$ cat config.mk
export PLATFORM = sky130hd
export DESIGN_NAME = fetch_ctrl
export DESIGN_NICKNAME = d
export VERILOG_FILES = /design/src/rtl/fetch_pkg.sv /design/src/rtl/next_pc_sel.sv /design/src/rtl/fetch_ctrl.sv
export SDC_FILE = /design/constraint.sdc
export NUM_CORES = 1
export LEC_CHECK = 0
export CAP_MARGIN = 20
export CORE_MARGIN = 1.5
export CORE_UTILIZATION = 42
export DETAILED_ROUTE_END_ITERATION = 8
export GPL_TIMING_DRIVEN = 0
export PLACE_DENSITY_LB_ADDON = 0.3
export SLEW_MARGIN = 30
export SYNTH_ARGS = -nofsm -noshare
export SYNTH_HDL_FRONTEND = slang
export SYNTH_SLANG_ARGS = --single-unit
$ cat constraint.sdc
create_clock -name clk_i -period 2.1 [get_ports clk_i]
set_input_delay 0.42 -clock clk_i [delete_from_list [all_inputs] [get_ports clk_i]]
set_output_delay 0.42 -clock clk_i [all_outputs]
set_load 0.01 [all_outputs]
$ cat src/rtl/fetch_pkg.sv
// rtl/fetch_pkg.sv - shared types and constants for the miniRV-1 fetch controller
package fetch_pkg;

  localparam int PC_W = 32;
  localparam logic [PC_W-1:0] INST_SIZE = 32'd4;
  localparam int BOOT_CNT_W = 8;

  typedef enum logic [1:0] {
    BOOT = 2'd0,
    REQ  = 2'd1,
    HOLD = 2'd2
  } fetch_state_e;

endpackage

$ cat src/rtl/next_pc_sel.sv
// rtl/next_pc_sel.sv - next-PC priority mux with alignment handling
// MISALIGN_TRAP_EN: misaligned redirect targets divert to TRAP_VEC and raise trap_o.
module next_pc_sel
  import fetch_pkg::*;
#(
  parameter logic [PC_W-1:0] TRAP_VEC = 32'h0000_0100
) (
  input  logic [PC_W-1:0] pc4_i,
  input  logic            br_taken_i,
  input  logic [PC_W-1:0] br_target_i,
  input  logic            jmp_i,
  input  logic [PC_W-1:0] jmp_target_i,
  output logic [PC_W-1:0] next_pc_o,
  output logic            trap_o
);

  logic            redirect;
  logic [PC_W-1:0] target;

  // Jump outranks branch; jalr-style targets never carry bit 0.
  always_comb begin
    redirect = jmp_i | br_taken_i;
    target   = jmp_i ? {jmp_target_i[PC_W-1:1], 1'b0} : br_target_i;
  end

`ifdef MISALIGN_TRAP_EN
  always_comb begin
    next_pc_o = pc4_i;
    trap_o    = 1'b0;
    if (redirect) begin
      if (target[1:0] != 2'b00) begin
        next_pc_o = TRAP_VEC;
        trap_o    = 1'b1;
      end else begin
        next_pc_o = target;
      end
    end
  end
`else
  always_comb begin
    next_pc_o = redirect ? {target[PC_W-1:2], 2'b00} : pc4_i;
    trap_o    = 1'b0;
  end

  logic unused_sel;
  assign unused_sel = ^{TRAP_VEC, target[1:0]};
`endif

endmodule

$ cat src/rtl/fetch_ctrl.sv
// rtl/fetch_ctrl.sv - miniRV-1 fetch controller: PC register, boot delay, fetch handshake
// MISALIGN_TRAP_EN: enables misaligned-redirect trapping in next_pc_sel.
module fetch_ctrl
  import fetch_pkg::*;
#(
  parameter logic [PC_W-1:0] RESET_PC    = 32'h0000_0000,
  parameter int unsigned     BOOT_CYCLES = 1,
  parameter logic [PC_W-1:0] TRAP_VEC    = 32'h0000_0100
) (
  input  logic            clk_i,
  input  logic            rst_i,
  input  logic            stall_i,
  input  logic            br_taken_i,
  input  logic [PC_W-1:0] br_target_i,
  input  logic            jmp_i,
  input  logic [PC_W-1:0] jmp_target_i,
  output logic            imem_req_o,
  output logic [PC_W-1:0] imem_addr_o,
  input  logic            imem_ack_i,
  output logic            inst_valid_o,
  output logic [PC_W-1:0] pc_o,
  output logic [PC_W-1:0] pc4_o,
  output logic            trap_o
);

  localparam logic [1:0] S_BOOT = BOOT;
  localparam logic [1:0] S_REQ  = REQ;
  localparam logic [1:0] S_HOLD = HOLD;
  localparam logic [BOOT_CNT_W-1:0] BOOT_LAST = BOOT_CNT_W'(BOOT_CYCLES - 1);

  logic [1:0]            state_q, state_d;
  logic [BOOT_CNT_W-1:0] boot_cnt_q, boot_cnt_d;
  logic [PC_W-1:0]       pc_q, pc_d;
  logic                  trap_q, trap_d;

  logic                  retire;
  logic [PC_W-1:0]       sel_next_pc;
  logic                  sel_trap;

  always_comb begin
    pc_o         = pc_q;
    pc4_o        = pc_q + INST_SIZE;
    imem_req_o   = (state_q == S_REQ);
    imem_addr_o  = pc_q;
    // In HOLD the instruction was captured earlier, so valid no longer needs ack.
    inst_valid_o = ((state_q == S_REQ) & imem_ack_i) | (state_q == S_HOLD);
    retire       = inst_valid_o & ~stall_i;
    trap_o       = trap_q;
  end

  next_pc_sel #(
    .TRAP_VEC(TRAP_VEC)
  ) u_next_pc_sel (
    .pc4_i       (pc4_o),
    .br_taken_i  (br_taken_i),
    .br_target_i (br_target_i),
    .jmp_i       (jmp_i),
    .jmp_target_i(jmp_target_i),
    .next_pc_o   (sel_next_pc),
    .trap_o      (sel_trap)
  );

  always_comb begin
    state_d    = state_q;
    boot_cnt_d = boot_cnt_q;
    pc_d       = pc_q;
    trap_d     = 1'b0;
    case (state_q)
      S_BOOT: begin
        if (boot_cnt_q == BOOT_LAST) begin
          state_d = S_REQ;
        end else begin
          boot_cnt_d = boot_cnt_q + 1'b1;
        end
      end
      S_REQ: begin
        if (imem_ack_i & stall_i) begin
          state_d = S_HOLD;
        end
      end
      S_HOLD: begin
        if (!stall_i) begin
          state_d = S_REQ;
        end
      end
      default: state_d = S_BOOT;
    endcase
    if (retire) begin
      pc_d    = sel_next_pc;
      trap_d  = sel_trap;
      state_d = S_REQ;
    end
  end

  always_ff @(posedge clk_i or posedge rst_i) begin
    if (rst_i) begin
      state_q    <= S_BOOT;
      boot_cnt_q <= '0;
      pc_q       <= RESET_PC;
      trap_q     <= 1'b0;
    end else begin
      state_q    <= state_d;
      boot_cnt_q <= boot_cnt_d;
      pc_q       <= pc_d;
      trap_q     <= trap_d;
    end
  end

endmodule

After elaboration in Yosys (flattened, before gate mapping) --
Index checks and enable logic that the tools add are counted.
Word-level totals: flip-flop bits (word level) 42, bits in latches 0, bits in writable memories 0, memory bits (read-only) 0, bits of input ports 70, output and inout bits 99, logic and storage cells 28, memories kept 0
Operators by class: add/sub/neg operators 2, $mul 0, div/mod/pow operators 0, magnitude comparators 0, equal/unequal tests 5, shifts and indexed selects 0, multiplexer cells 7, bitwise operators 7, reduce and logical (&&, ||, !) cells 4
Operators by type and width (number):
- $mux W32 | 2
- $add A32 B3 Y32 const B | 1
- $add A8 B1 Y8 const B | 1
- $logic_not A8 Y1 | 1
- $mux W2 | 4
- $ne A3 B3 Y1 const B | 2
- $pmux W2 S3 | 1
- $and A1 B1 Y1 | 3
- $ne A3 B1 Y1 const B | 1
- $reduce_and A3 Y1 | 1
- $eq A2 B1 Y1 const B | 1
- $eq A2 B2 Y1 const B | 1
- $logic_not A2 Y1 | 1
- $not A1 Y1 | 2
- $or A1 B1 Y1 | 2
- $reduce_and A2 Y1 | 1

Logic depth before layout (Yosys ltp) --
Gate-level depths: netlist (run 1).
depth after elaboration 6, mapped depth 7, gate-level depth less buffers 6

Modules after synthesis --
A second synthesis (run 1) with hierarchy kept.
Second synthesis, totals: cells, all modules 331, area total of the unflattened synthesis 3245.6 µm²
Modules (own cells, without submodules):
- fetch_ctrl | times used 1, cells each 226, area each 2552.4 µm², sequential area each 1076.0 µm²
- next_pc_sel | times used 1, cells each 105, area each 693.2 µm², sequential area each 0.0 µm²

Least setup slack after synthesis (run 1) --
No wires, ideal clock.
path type reg2out, start register pc_q[2], in the netlist imem_addr_o[2], end output pc4_o[26], arrival time 1767 ps, slack -87 ps, cell stages (with the launch flop) 7, buffers on the path 1, cells stage by stage dfrtp_1 -> ha_1 -> and4_1 -> nand2b_1 -> buf_2 -> or3_4 -> xnor2_1
Between the ends: word-level cells in the longest chain between the ends 1
RTL lines:
- start, declared | line fetch_ctrl.sv:33 | logic [PC_W-1:0] pc_q, pc_d;
- start signal, assigned | line fetch_ctrl.sv:104 | pc_q <= pc_d;
- $add A32 B3 Y32 | line fetch_ctrl.sv:42 | pc4_o = pc_q + INST_SIZE;
- end, declared | line fetch_ctrl.sv:22 | output logic [PC_W-1:0] pc4_o,
No other way between the ends.

Final worst setup path (run 1) --
start register pc_q[20], in the netlist imem_addr_o[20], end output pc4_o[28]
The elaborated chain is that of the path after synthesis.

==> results.sh, run 1 <==
export IMPL_yosys_area_top_type_share_pct=27.8
export IMPL_cap_violations=0
export IMPL_netlist_area_um2=3610
export IMPL_yosysSeqAreaShare_pct=27.8
export IMPL_grt_max_degree=26
export IMPL_cp_max_fo=5
export IMPL_first_pass_iters=5
export IMPL_ys_types=62
export IMPL_yosysTopAreaCell="dfrtp_1"
export IMPL_crit_required_ns=1.68
export IMPL_synth_main_ff_cell="dfrtp_1"
export IMPL_cp_start_kind="flip-flop"
export IMPL_cp_depth=8
export IMPL_vias_per_cell=6.20
export IMPL_post_place_ws_ns=-0.851
export IMPL_antenna_left=0
export IMPL_place_gp_congestion=0.886
export IMPL_async_flop_share_pct=100
export IMPL_diodes=0
export IMPL_die_w_um=95.7
export IMPL_numClockSinks=40
export IMPL_r2r_setup_slack_ns=0.04
export IMPL_worstSetupPathType="flip-flop to output pin"
export IMPL_clock_root_buffer="clkbuf_8"
export IMPL_place_area_um2=5350
export IMPL_cp_cell_sequence="buf_6, nand4_1, buf_6, nor4_4, buf_4, nand3_4, xnor2_2, buf_2"
export IMPL_grt_overflow=0
export IMPL_critPathTopFamily="buffers and inverters"
export IMPL_worst_setup_path_end_kind="output pin"
export IMPL_num_vias=4962
export IMPL_fill_cells=510
export IMPL_cpMaxStageDelayCell="dfrtp_1"
export IMPL_wl_per_cell_um=20.6
export IMPL_hold_viol=0
export IMPL_htree_levels=2
export IMPL_synth_cells=425
export IMPL_finalNetCount=767
export IMPL_mostFrequentLayoutCells="clkdlybuf4s50_1, buf_4, buf_2, buf_6, nand2_1"
export IMPL_arrival_ns=2.03
export IMPL_leakagePower_nw=2.90
export IMPL_drc=0
export IMPL_failed_checks="setup timing"
export IMPL_core_um2=8260
export IMPL_cts_tree="yes"
export IMPL_fmax_mhz=408
export IMPL_drt_total_wl_um=16500
export IMPL_row_count=33
export IMPL_syn_to_final_growth_pct=82.4
export IMPL_ys_top_cells_by_area="dfrtp_1, buf_4, xnor2_1, a22o_1, mux2i_1"
export IMPL_setup_viol=23
export IMPL_place_hpwl_um=9500
export IMPL_cts_hold_buf=0
export IMPL_critPathMostFrequentCell="buf_6"
export IMPL_synth_edff_count=0
export IMPL_top_layer="met4"
export IMPL_drtIter0Drc=544
export IMPL_worstSkewPairLatency_ns=0.32
export IMPL_die_h_um=95.7
export IMPL_antenna_found_initial=0
export IMPL_start_util_pct=43.7
export IMPL_skew_ns=0.0149
export IMPL_yosysWarnings=0
export IMPL_rsz0062_at_grt="true"
export IMPL_cp_num_buf_inv=4
export IMPL_numPortBuffers=156
export IMPL_wl_met1_um=5660
export IMPL_setup_tns_ns=-3.93
export IMPL_die_area_um2=9150
export IMPL_layout_drive_gt1_share_pct=39.0
export IMPL_fin_crit_ns=2.45
export IMPL_synth_seq_cells=40
export IMPL_grt_pass1_wl_um=22600
export IMPL_clock_path_buffers=2
export IMPL_dr_wl_met3_um=1930
export IMPL_min_path_type="input pin to asynchronous set/reset pin"
export IMPL_wl_met2_um=7900
export IMPL_finalCritPeriodShare_pct=117
export IMPL_tightest_slew_ns=0.679
export IMPL_rr_worst_depth=6
export IMPL_max_stage_delay_ns=0.39
export IMPL_syn_area_per_cell_um2=8.48
export IMPL_cts_made_buffers=5
export IMPL_slew_headroom_pct=54.7
export IMPL_outcome="finished, violations left"
export IMPL_drv_slew=0
export IMPL_pwr_density_cell_nw_per_um2=1060
export IMPL_worst_ir_drop_vdd_uv=854
export IMPL_io_pins=169
export IMPL_fin_ws_ns=-0.352
export IMPL_clk_pin_slew_ns=0.10
export IMPL_grt_pass1_vias=4527
export IMPL_final_common_cell="clkdlybuf4s50_1"
export IMPL_final_area_um2=6580
export IMPL_grtUsageTotal_pct=32.7
cells in the mapped netlist, drive strengths merged, types with 2 or more instances:
master / number
inv: 13
o2bb2ai: 6
nor4: 5
and4: 7
nand3b: 5
a21oi: 18
nand3: 16
a22o: 16
and2: 3
nand2: 29
a221oi: 2
a21o: 2
or3: 7
mux2i: 12
ha: 3
buf: 60
o21ai: 20
nor2: 24
nand2b: 2
nor3: 15
a21boi: 2
nand4: 22
o211ai: 10
xnor2: 27
a31oi: 5
xor2: 8
dfrtp: 40
nor2b: 3
clkbuf: 10
o31a: 2
a22oi: 2
a222oi: 4
and3: 4
o311ai: 5
path summary, 6_finish.rpt:
path / start / endpoint
worst max-delay path: imem_addr_o[20] / pc4_o[28]
worst max register to register: imem_addr_o[18] / imem_addr_o[24]
worst min-delay path: rst_i / imem_addr_o[21]
min in group clk_i: boot_cnt_q[7] / boot_cnt_q[7]
max in group asynchronous: rst_i / imem_addr_o[27]
worst min register to register: boot_cnt_q[7] / boot_cnt_q[7]
metal layers:
metal  vias to the layer above  GRT usage (%)
met1                      2326           37.5
met4                         0           19.1
li1                       2064              -
met2                       443           56.0
met3                       129           6.30
met5                         -              0
area by class of cell:
class / instances / area, µm² / share of cell area, %
multi-input combinational: 308 / 2470 / 37.5
timing repair buffer: 260 / 2290 / 34.9
sequential: 40 / 1020 / 15.5
buffer: 66 / 502 / 7.63
tap: 105 / 131 / 2.00
clock buffer: 5 / 68.8 / 1.05
inverter: 13 / 48.8 / 0.742
clock inverter: 3 / 42.5 / 0.647
logic make-up after synthesis:
kind of cell | count (synthesis) | synth area share, %
adders and majority gates | 3 | 1.04
muxes | 12 | 3.33
buffers and inverters | 83 | 14.4
other | 1 | 0.104
AOI/OAI and AO/OA | 103 | 20.3
and+or+nand+nor | 148 | 24.6
xor gates and xnor gates | 35 | 8.50
DFF | 40 | 27.8
worst reg2reg max path: stages, from the launching register on:
cell	delay (ns)
dfrtp_2	0.51
and2_1	0.26
nand4_4	0.17
buf_6	0.17
buf_4	0.13
o311ai_0	0.52
nand3_1	0.16
metrics by stage:
stage / utilization [%] / power (W) / std cells / hold slack, ns
2_1_floorplan: - / 0.00325 / 431 / 0.443
3_3_place_gp: 64.5 / 0.00512 / 692 / 0.462
3_5_place_dp: 64.8 / 0.00521 / 693 / 0.464
4_1_cts: 76.2 / 0.00646 / 776 / 0.440
5_1_grt: 79.6 / 0.00724 / 800 / 0.450
6_report: 79.6 / 0.00697 / 800 / 0.420
sequential cells by signal, summed over array words and instances, names as in the netlist:
name	count
state_q	2
boot_cnt_q	8
imem_addr_o	30
where the power goes:
group          total (W)  switching [W]  internal, W
registers        0.00146       0.000422      0.00103
clock network   0.000686       0.000333     0.000353
logic            0.00483        0.00214      0.00268
timing repair:
action	CTS	global route
setup buffers	78	25
endpoints found under the setup margin	54	52
pin swaps	38	24
cloned	0	0
resized for setup	196	29
No activity file was read; power rests on OpenSTA's default activity.
==> inputs of run 2 (changes only) <==
- SLEW_MARGIN: 30 -> 20
==> results of run 2 <==
Final layout, timing and power as in run 1 (identical DEF).
